--- src/rtl/rsa_pkg.sv ---
// Shared types and sizing helpers for the RSA operand loader and the accelerator it feeds.
package rsa_pkg;

  localparam int RSA_OPER_W = 64;

  typedef enum logic [2:0] {
    ST_IDLE,
    ST_LD_KEY,
    ST_LD_MOD,
    ST_LD_MSG,
    ST_START,
    ST_WAIT,
    ST_WB,
    ST_FIN
  } rsa_ld_state_e;

  function automatic int rsa_words(input int oper_w, input int data_w);
    return oper_w / data_w;
  endfunction

  // Byte span of one operand block in memory.
  function automatic int rsa_block_bytes(input int oper_w, input int data_w);
    return (oper_w / data_w) * (data_w / 8);
  endfunction

  function automatic int rsa_idx_w(input int words);
    return (words > 1) ? $clog2(words) : 1;
  endfunction

endpackage

--- src/rtl/rsa_mem_port.sv ---
// Single-outstanding req/resp sequencer: request strobe, word index and timeout counter.
module rsa_mem_port #(
  parameter int WORDS   = 2,
  parameter int IDX_W   = 1,
  parameter int TIMEOUT = 1024
) (
  input  logic             clk,
  input  logic             rst_n,
  input  logic             i_go,
  input  logic             i_clr,
  input  logic             i_resp,
  output logic             o_req,
  output logic             o_resp_ok,
  output logic             o_last,
  output logic             o_timeout,
  output logic [IDX_W-1:0] o_idx
);

  localparam int CNT_W = $clog2(TIMEOUT + 1);

  logic             r_req;
  logic [IDX_W-1:0] r_idx;
  logic [CNT_W-1:0] r_cnt;

  assign o_req     = r_req;
  assign o_idx     = r_idx;
  assign o_resp_ok = r_req && i_resp;
  assign o_last    = (r_idx == IDX_W'(WORDS - 1));
  assign o_timeout = (r_cnt >= CNT_W'(TIMEOUT - 1));

  // Request drops for one cycle after each response, and on every state change.
  always_ff @(posedge clk or negedge rst_n) begin
    if (!rst_n) begin
      r_req <= 1'b0;
      r_idx <= '0;
      r_cnt <= '0;
    end else begin
      r_req <= i_go && !o_resp_ok && !i_clr;
      if (i_clr)
        r_idx <= '0;
      else if (o_resp_ok)
        r_idx <= r_idx + 1'b1;
      if (i_clr || o_resp_ok)
        r_cnt <= '0;
      else if (r_cnt != CNT_W'(TIMEOUT))
        r_cnt <= r_cnt + 1'b1;
    end
  end

endmodule

--- src/rtl/rsa_operand_loader.sv ---
// Fetches key/modulus/message from memory, starts the RSA accelerator, writes the result back.
module rsa_operand_loader
  import rsa_pkg::*;
#(
  parameter int DATA_W  = 32,
  parameter int ADDR_W  = 32,
  parameter int OPER_W  = RSA_OPER_W,
  parameter int TIMEOUT = 1024
) (
  input  logic              clk,
  input  logic              rst_n,
  input  logic              cmd_valid,
  output logic              cmd_ready,
  input  logic [ADDR_W-1:0] cmd_base,
  output logic              mem_read,
  output logic              mem_write,
  output logic [ADDR_W-1:0] mem_addr,
  output logic [DATA_W-1:0] mem_wdata,
  input  logic [DATA_W-1:0] mem_rdata,
  input  logic              mem_resp,
  output logic [OPER_W-1:0] rsa_key,
  output logic [OPER_W-1:0] rsa_mod_n,
  output logic [OPER_W-1:0] rsa_msg_block,
  output logic              rsa_start,
  input  logic              rsa_complete,
  input  logic [OPER_W-1:0] rsa_result,
  output logic              done,
  output logic              error
);

  localparam int WORDS    = rsa_words(OPER_W, DATA_W);
  localparam int S_BYTES  = rsa_block_bytes(OPER_W, DATA_W);
  localparam int IDX_W    = rsa_idx_w(WORDS);
  localparam int WD_BYTES = DATA_W / 8;

  rsa_ld_state_e     r_state, w_state_nxt;
  logic [ADDR_W-1:0] r_base;
  logic [OPER_W-1:0] r_key, r_mod, r_msg, r_res;
  logic              r_err;

  logic              w_go, w_clr, w_req, w_resp_ok, w_last, w_tmo;
  logic              w_accept, w_set_err, w_mod_zero;
  logic [IDX_W-1:0]  w_idx;
  logic [1:0]        w_region;
  logic [OPER_W-1:0] w_mod_nxt;

  assign w_accept  = cmd_valid && cmd_ready;
  assign w_go      = (r_state == ST_LD_KEY) || (r_state == ST_LD_MOD) ||
                     (r_state == ST_LD_MSG) || (r_state == ST_WB);
  assign w_clr     = (w_state_nxt != r_state);

  rsa_mem_port #(
    .WORDS   (WORDS),
    .IDX_W   (IDX_W),
    .TIMEOUT (TIMEOUT)
  ) u_port (
    .clk       (clk),
    .rst_n     (rst_n),
    .i_go      (w_go),
    .i_clr     (w_clr),
    .i_resp    (mem_resp),
    .o_req     (w_req),
    .o_resp_ok (w_resp_ok),
    .o_last    (w_last),
    .o_timeout (w_tmo),
    .o_idx     (w_idx)
  );

  // Modulus as it will look once the in-flight word lands; zero check happens on the last word.
  always_comb begin
    w_mod_nxt = r_mod;
    w_mod_nxt[int'(w_idx)*DATA_W +: DATA_W] = mem_rdata;
  end
  assign w_mod_zero = (w_mod_nxt == '0);

  always_comb begin
    w_state_nxt = r_state;
    w_set_err   = 1'b0;
    case (r_state)
      ST_IDLE:   if (w_accept) w_state_nxt = ST_LD_KEY;
      ST_LD_KEY: begin
        if (w_resp_ok && w_last)   w_state_nxt = ST_LD_MOD;
        else if (w_tmo)            begin w_state_nxt = ST_FIN; w_set_err = 1'b1; end
      end
      ST_LD_MOD: begin
        if (w_resp_ok && w_last) begin
          if (w_mod_zero)          begin w_state_nxt = ST_FIN; w_set_err = 1'b1; end
          else                     w_state_nxt = ST_LD_MSG;
        end else if (w_tmo)        begin w_state_nxt = ST_FIN; w_set_err = 1'b1; end
      end
      ST_LD_MSG: begin
        if (w_resp_ok && w_last)   w_state_nxt = ST_START;
        else if (w_tmo)            begin w_state_nxt = ST_FIN; w_set_err = 1'b1; end
      end
      ST_START:  w_state_nxt = ST_WAIT;
      ST_WAIT: begin
        if (rsa_complete)          w_state_nxt = ST_WB;
        else if (w_tmo)            begin w_state_nxt = ST_FIN; w_set_err = 1'b1; end
      end
      ST_WB: begin
        if (w_resp_ok && w_last)   w_state_nxt = ST_FIN;
        else if (w_tmo)            begin w_state_nxt = ST_FIN; w_set_err = 1'b1; end
      end
      ST_FIN:    w_state_nxt = ST_IDLE;
      default:   w_state_nxt = ST_IDLE;
    endcase
  end

  always_ff @(posedge clk or negedge rst_n) begin
    if (!rst_n) begin
      r_state <= ST_IDLE;
      r_base  <= '0;
      r_key   <= '0;
      r_mod   <= '0;
      r_msg   <= '0;
      r_res   <= '0;
      r_err   <= 1'b0;
    end else begin
      r_state <= w_state_nxt;
      if (w_accept) begin
        r_base <= cmd_base;
        r_key  <= '0;
        r_mod  <= '0;
        r_msg  <= '0;
        r_err  <= 1'b0;
      end
      if (w_set_err)
        r_err <= 1'b1;
      if (w_resp_ok) begin
        case (r_state)
          ST_LD_KEY: r_key[int'(w_idx)*DATA_W +: DATA_W] <= mem_rdata;
          ST_LD_MOD: r_mod <= w_mod_nxt;
          ST_LD_MSG: r_msg[int'(w_idx)*DATA_W +: DATA_W] <= mem_rdata;
          default:   ;
        endcase
      end
      if ((r_state == ST_WAIT) && rsa_complete)
        r_res <= rsa_result;
    end
  end

  always_comb begin
    case (r_state)
      ST_LD_MOD: w_region = 2'd1;
      ST_LD_MSG: w_region = 2'd2;
      ST_WB:     w_region = 2'd3;
      default:   w_region = 2'd0;
    endcase
  end

  assign mem_addr      = r_base + ADDR_W'(w_region) * ADDR_W'(S_BYTES)
                                + ADDR_W'(w_idx) * ADDR_W'(WD_BYTES);
  assign mem_wdata     = r_res[int'(w_idx)*DATA_W +: DATA_W];
  assign mem_read      = w_req && ((r_state == ST_LD_KEY) || (r_state == ST_LD_MOD) ||
                                   (r_state == ST_LD_MSG));
  assign mem_write     = w_req && (r_state == ST_WB);
  assign cmd_ready     = rst_n && (r_state == ST_IDLE);
  assign rsa_start     = (r_state == ST_START);
  assign done          = (r_state == ST_FIN);
  assign error         = r_err;
  assign rsa_key       = r_key;
  assign rsa_mod_n     = r_mod;
  assign rsa_msg_block = r_msg;

endmodule

--- config.mk ---
export PLATFORM = sky130hd
export DESIGN_NAME = rsa_operand_loader
export DESIGN_NICKNAME = d
export VERILOG_FILES = /design/src/rtl/rsa_pkg.sv /design/src/rtl/rsa_mem_port.sv /design/src/rtl/rsa_operand_loader.sv
export SDC_FILE = /design/constraint.sdc
export NUM_CORES = 1
export LEC_CHECK = 0
export CAP_MARGIN = 20
export CELL_PAD_IN_SITES_DETAIL_PLACEMENT = 0
export CELL_PAD_IN_SITES_GLOBAL_PLACEMENT = 2
export CORE_ASPECT_RATIO = 2
export CORE_MARGIN = 2
export CORE_UTILIZATION = 32
export DETAILED_ROUTE_END_ITERATION = 10
export GPL_TIMING_DRIVEN = 0
export MAX_ROUTING_LAYER = met4
export PLACE_DENSITY = 0.89
export SYNTH_ARGS = -nofsm -noshare
export SYNTH_HDL_FRONTEND = slang
export SYNTH_SLANG_ARGS = --single-unit
--- constraint.sdc ---
create_clock -name clk -period 7.3 [get_ports clk]
set_input_delay 0.73 -clock clk [delete_from_list [all_inputs] [get_ports clk]]
set_output_delay 0.73 -clock clk [all_outputs]
set_load 0.01 [all_outputs]
==> results.txt, run 1 <==
status = finished clean
ys flop type = dfrtp_1
GRT Total Usage = 0.235
CTS tree = done
Syn-to-layout area delta = 44.0%
final wirelength = 48.6 mm
vias per cell = 5.13
fin area = 18500 µm²
maximum root-to-sink buffer count = 3
leading post-synthesis cells by cell area = dfrtp_1, a22o_1, mux2_2
cell area power density = 403 nW/µm²
full die area = 41800 µm²
Ports = 395
Final Hold Vio Count = 0
Slew @ Worst Pin = 1010 ps
H-tree lvl count = 1
Post-Syn Area = 12800 µm²
Die Wd = 146 µm
Final #Nets = 1635
DRC Markers = 0
Post-CTS Resized = 0
PortBufs = 387
storage element area = 7630 µm²
Levels on crit path = 13
grt total ovfl = 0
Initial DRC Count = 464
share of layout cells above drive strength 1 = 0.126
gpl congestion = 0.872
Critical Path Most Common Cell = buf_2
RSZ-0062 raised after global routing = no
final period utilization = 0.690
cell chain of the critical path = buf_2 -> buf_2 -> nand2b_1 -> a21boi_0 -> ha_1 -> nor2b_1 -> nor2_1 -> nor2_2 -> and4_1 -> clkbuf_2 -> and2b_1 -> xnor2_1 -> clkdlybuf4s50_1
Setup Crit Path Kind = flip-flop to output port
Slew Viols, Final = 0
Initial Util = 0.325
Rows = 103
reg2reg end = rsa_msg_block[30]$_DFF_PN0_
Finished Layout Cells = 2043
synth warn = 0
Slew Limit Headroom = 0.325
routed wire length per instance = 23.8 µm
CP Max Fanout = 10
CTS Sinks = 305
cell family with most CP delay = buffers and inverters
EDFF count, synth = 0
max frequency = 199 MHz
CP Buf/Inv Count = 4
Worst Path Arrival = 4300 ps
first-pass GRT wire length = 72.2 mm
Worst-Skew Late Latency = 580 ps
total number of vias = 10.5k
Async S/R FF share, synth = 1.00
cts bufs inserted = 28
Worst Hold Class = input pin to async pin
largest area contributor in the netlist = dfrtp_1
Clock Skew = 28.3 ps
CP Capture Type = output port
post-CTS setup buffers = 0
placed cell area = 17400 µm²
VDD IR max = 0.269 mV
first drt pass iteration count = 5
FILL cells = 3746
CP max stage cell = clkdlybuf4s50_1
reg2reg path depth = 6
placed cells = 1991
syn_nets = 1215
synth unique cells = 56
max incr delay on CP = 580 ps
Clock Tree Root = clkbuf_16
max_cap viols = 0
#FFs+latches synth = 305
share of the synthesized area in the top cell type = 0.596
Tmin final = 5030 ps
CP Data Required Time = 6570 ps
reg-to-reg startpoint = r_state[1]$_DFF_PN0_
Core Area = 39400 µm²
Antenna Violating Nets Remaining = 0
largest net degree at the start of global routing = 124
CTS clk-pin slew, worst paths = 70 ps
Hold Slack = 120 ps
DPL Wire Length = 36.3 mm
Pleak = 8.27 nW
reg2reg setup slack = 4380 ps
hold_buf cts = 0
area occupied by multi-input gates = 4820 µm²
setup violators final = 0
Worst setup startpoint = r_state[2]$_DFF_PN0_
initial antenna violation count = 1
Post-Syn Area per Cell = 11.9 µm²
Post-Synthesis Cells = 1076
register area share after synthesis = 0.596
startpoint types = flip-flop
Die Span Y = 287 µm
number of global-route vias before repair = 11.1k
==> synthesized netlist by cell type (all sizes together) (3+ instances only) <==
cell type and count:
a21oi 37, nand2b 6, nand2 178, clkbuf 44
inv 10, buf 31, nor4b 4, xnor2 24
and3 6, nand4 14, nand3b 3, ha 5
nor4 23, a211oi 3, o21ai 8, nand3 16
a22o 158, or4 4, mux2 96, nor2 45
dfrtp 305, nor3 14, xor2 14, nor3b 3
==> power by group <==
group	internal, mW	switching (mW)
sequential	2.26	0.449
clock	0.992	0.690
combinational	1.63	1.41
total	4.88	2.55
==> layout make-up <==
| cell class | count | share of cell area |
|---|---|---|
| well taps | 525 | 0.0356 |
| flip-flops and latches | 305 | 0.414 |
| inverters | 10 | 0.00203 |
| multi-input cells | 686 | 0.261 |
| clock inverters | 17 | 0.0145 |
| clock buffers | 34 | 0.0414 |
| repair buffers | 390 | 0.214 |
| diodes | 1 | 0.000136 |
| plain buffers | 75 | 0.0178 |
==> metal layers <==
layer | global-route usage | share of wire
met5 | - | 0
met4 | 0.108 | 0.050
met3 | 0.0424 | 0.058
met2 | 0.423 | 0.53
met1 | 0.250 | 0.36
==> worst max-delay path by stage <==
stage                     slack (ps)                          end
after CTS                       2250                 mem_addr[24]
after floorplan                 4260                 mem_addr[30]
after global placement         -7860  rsa_msg_block[44]$_DFF_PN0_
final                           2270                 mem_addr[24]
after detailed placement        2880                 mem_addr[24]
after global routing            2030                 mem_addr[22]
==> layout by cell type (no fill, tap or decap), types with 10 or more instances in the layout <==
cell / count
clkdlybuf4s50_1: 386
xor2_1: 14
inv_1: 10
nor4_1: 21
nand4_1: 13
nor3_1: 11
clkbuf_16: 29
a22o_1: 158
mux2_2: 96
xnor2_1: 24
a21oi_1: 37
nand3_1: 15
dfrtp_1: 305
nor2_1: 39
buf_2: 21
nand2_1: 178
clkbuf_1: 46
==> per-stage QoR <==
stage	setup WS, ps	utilization	setup TNS, ps	total power, mW
6_report	2270	0.468	0	7.43
5_1_grt	2030	0.468	0	7.80
4_1_cts	2250	0.468	0	7.50
3_5_place_dp	2880	0.442	0	5.78
3_3_place_gp	-7860	0.440	-4040470	5.74
2_1_floorplan	4260	-	0	4.00
==> registers in the layout, summed over array words and instances (netlist names) <==
name / cells
r_res: 64
rsa_key: 64
rsa_mod_n: 64
rsa_msg_block: 64
r_base: 32
u_port.r_cnt: 11
r_state: 3
error: 1
u_port.o_idx: 1
u_port.o_req: 1
==> kinds of logic (layout without fill, tap and decap cells) <==
logic type / after synthesis / count (layout) / synth area share
flip-flops: 305 / 305 / 0.596
XOR/XNOR: 38 / 38 / 0.0260
multiplexers: 98 / 98 / 0.0859
buffers and inverters: 85 / 526 / 0.0285
AND/OR/NAND/NOR: 326 / 326 / 0.121
AO/OA/AOI/OAI: 218 / 218 / 0.136
other: 0 / 1 / 0
adder cells (fa/ha/maj): 6 / 6 / 0.00644
Power figures use the tool's default switching activity.
==> run 2, diff against run 1 <==
--- a/config.mk
+++ b/config.mk
@@ -10,11 +10,11 @@
 export CELL_PAD_IN_SITES_GLOBAL_PLACEMENT = 2
 export CORE_ASPECT_RATIO = 2
 export CORE_MARGIN = 2
-export CORE_UTILIZATION = 32
+export CORE_UTILIZATION = 27
 export DETAILED_ROUTE_END_ITERATION = 10
 export GPL_TIMING_DRIVEN = 0
 export MAX_ROUTING_LAYER = met4
-export PLACE_DENSITY = 0.89
+export PLACE_DENSITY = 0.81
 export SYNTH_ARGS = -nofsm -noshare
 export SYNTH_HDL_FRONTEND = slang
 export SYNTH_SLANG_ARGS = --single-unit
==> constraint.sdc (replaced) <==
create_clock -name clk -period 4.6 [get_ports clk]
set_input_delay 0.46 -clock clk [delete_from_list [all_inputs] [get_ports clk]]
set_output_delay 0.46 -clock clk [all_outputs]
set_load 0.01 [all_outputs]
==> run 2 against run 1 <==
Register-to-register slack got worse by 2600 ps. Critical path depth did not move. Combinational power rose by 56%. Non-clock buffer count rose by 2. Count of clock-buffer cells in the layout rose by 7. Sequential share of layout area fell by 0.28 points. Clock skew fell by 7.2 ps. Sequential power rose by 59%. First-iteration DRC count rose by 12%. Utilization fell by 7.4 points. Setup slack got worse by 1900 ps. Global-route usage fell by 4.2 points. Highest routed layer unchanged.
==> results.txt, run 2 (same netlist as run 1, synthesis figures left out) <==
met2 WL = 21.2 mm (-18%)
CTS tree = done
CP Max Fanout = 10 (unchanged)
share of layout cells above drive strength 1 = 0.128 (+0.00221)
Power, Total = 11.6 mW (+56%)
post-CTS setup buffers = 0 (unchanged)
switching pwr = 3.97 mW (+56%)
Worst setup startpoint = r_state[2]$_DFF_PN0_
CP Capture Type = output port
Worst Hold Class = input pin to flip-flop
Final Hold Vio Count = 0 (unchanged)
reg2reg path depth = 6 (unchanged)
final wirelength = 47.2 mm (-2.9%)
met3 WL = 4.78 mm (+70%)
cts bufs inserted = 30 (+7.1%)
Slew Limit Headroom = 0.339 (+0.0140)
fin area = 18600 µm² (+0.69%)
max layer used = met4
CP Data Required Time = 4140 ps (-2430 ps)
DPL Wire Length = 33.9 mm (-6.6%)
Initial DRC Count = 518 (+12%)
most frequent cells in the layout = clkdlybuf4s50_1, dfrtp_1, nand2_1
Worst setup endpoint = mem_addr[24]
Die Wd = 158 µm (+8.6%)
most common cell after layout, fill and taps aside = clkdlybuf4s50_1
GRT Total Usage = 0.193 (-0.0419)
reg-to-reg startpoint = r_state[1]$_DFF_PN0_
Ports = 395 (unchanged)
max frequency = 235 MHz
reg2reg end = rsa_msg_block[14]$_DFF_PN0_
DRC Markers = 0 (unchanged)
full die area = 49300 µm² (+18%)
Pleak = 8.27 nW (about the same)
Die Span Y = 312 µm (+8.7%)
fin worst setup slack = 336 ps (-1930 ps)
Core Area = 47200 µm² (+20%)
Setup Total Neg Slack = 0 ps (unchanged)
cell area power density = 622 nW/µm² (+54%)
first-pass GRT wire length = 70.1 mm (-3.0%)
Net Sw Frac = 0.344 (+0.000421)
CTS clk-pin slew, worst paths = 70 ps (about the same)
Slew @ Worst Pin = 988 ps (-21.0 ps)
max_cap viols = 0 (unchanged)
Syn-to-layout area delta = 45.0%
initial antenna violation count = 2 (+1)
Core Util, Final = 0.393 (-0.0745)
number of global-route vias before repair = 10.8k (-2.8%)
largest net degree at the start of global routing = 114 (-8.1%)
Hold Slack = 259 ps (+138 ps)
H-tree lvl count = 1 (unchanged)
CTS Sinks = 305 (unchanged)
placed cells = 2099 (+5.4%)
sequential share of power = 0.372 (+0.008)
hold path start = mem_rdata[10]
Setup Crit Path Kind = flip-flop to output port
Initial Util = 0.271 (-0.0536)
setup violators final = 0 (unchanged)
reg2reg setup slack = 1770 ps (-2610 ps)
routed wire length per instance = 21.9 µm (-8.0%)
RSZ-0062 raised after global routing = no
startpoint types = flip-flop
gpl congestion = 0.834 (-4.4%)
total number of vias = 10.3k (-1.9%)
PortBufs = 387 (unchanged)
Slew Viols, Final = 0 (unchanged)
Tmin final = 4260 ps
status = finished clean
first drt pass iteration count = 5 (unchanged)
Finished Layout Cells = 2156 (+5.5%)
Setup WS pre-CTS = 817 ps (-2060 ps)
Comb power frac = 0.409 (about the same)
Worst Path Arrival = 3800 ps (-500 ps)
placed cell area = 17600 µm² (+0.77%)
Rows = 113 (+9.7%)
Final #Nets = 1639 (+0.24%)
Worst-Skew Late Latency = 580 ps (about the same)
Internal = 7.58 mW (+55%)
DRT met1 WL = 20.4 mm (+17%)
clock share of power = 0.219 (-0.008)
grt total ovfl = 0 (unchanged)
Clock Tree Root = clkbuf_16
maximum root-to-sink buffer count = 3 (unchanged)
final period utilization = 0.927
Clock Skew = 21.1 ps (-7.23 ps)
VDD IR max = 0.343 mV (+28%)
vias per cell = 4.77 (-7.1%)
Antenna Violating Nets Remaining = 0 (unchanged)
[run 2: critical path, cell delays in order (launching register included)]
cell	delay [ps]
dfrtp_1	420
buf_2	250
buf_2	260
nand2b_1	80
a21boi_0	230
ha_1	310
nor2b_1	180
nor2_1	200
nor2_4	80
and4_1	200
clkbuf_2	170
and2b_1	190
xnor2_1	120
clkdlybuf4s50_1	550
[run 2: area by class of cell]
type / count / area, µm²
Buffer: 75 / 328
Clock inverter: 13 / 110
Antenna cell: 2 / 5.00
Timing Repair Buffer: 392 / 3960
Multi-Input combinational cell: 686 / 4830
Clock buffer: 41 / 893
Inverter: 10 / 37.5
Tap cell: 632 / 791
Sequential cell: 305 / 7630
Fill cell: 4705 / 28600
[run 2: worst min-delay path by stage]
stage	end	slack [ps]	cells past startpoint
floorplan	error$_DFFE_PN0P_	160	0
CTS	rsa_mod_n[10]$_DFF_PN0_	230	3
detailed placement	r_base[1]$_DFFE_PN0P_	470	2
global placement	r_base[1]$_DFFE_PN0P_	460	2
global route	rsa_mod_n[10]$_DFF_PN0_	260	3
finish	rsa_mod_n[10]$_DFF_PN0_	260	3
[run 2: routing by layer]
metal	GRT usage	vias up
met1	0.255	5111
li1	-	4697
met4	0.0395	0
met5	-	-
met3	0.0624	43
met2	0.291	425
[run 2: power by group through the flow]
| stage | logic [mW] | clock network, mW | registers [mW] |
|---|---|---|---|
| finish | 4.73 | 2.53 | 4.30 |
| global route | 5.09 | 2.72 | 4.42 |
| CTS | 4.77 | 2.63 | 4.29 |
| detailed placement | 4.76 | 0 | 4.30 |
| global placement | 4.72 | 0 | 4.32 |
| floorplan | 1.93 | 0 | 4.42 |
[run 2: what timing repair did]
item,CTS,global route
setup endpoints to repair,0,2
hold endpoints to repair,7,0
gates resized for setup,0,2
hold buffers,1,0
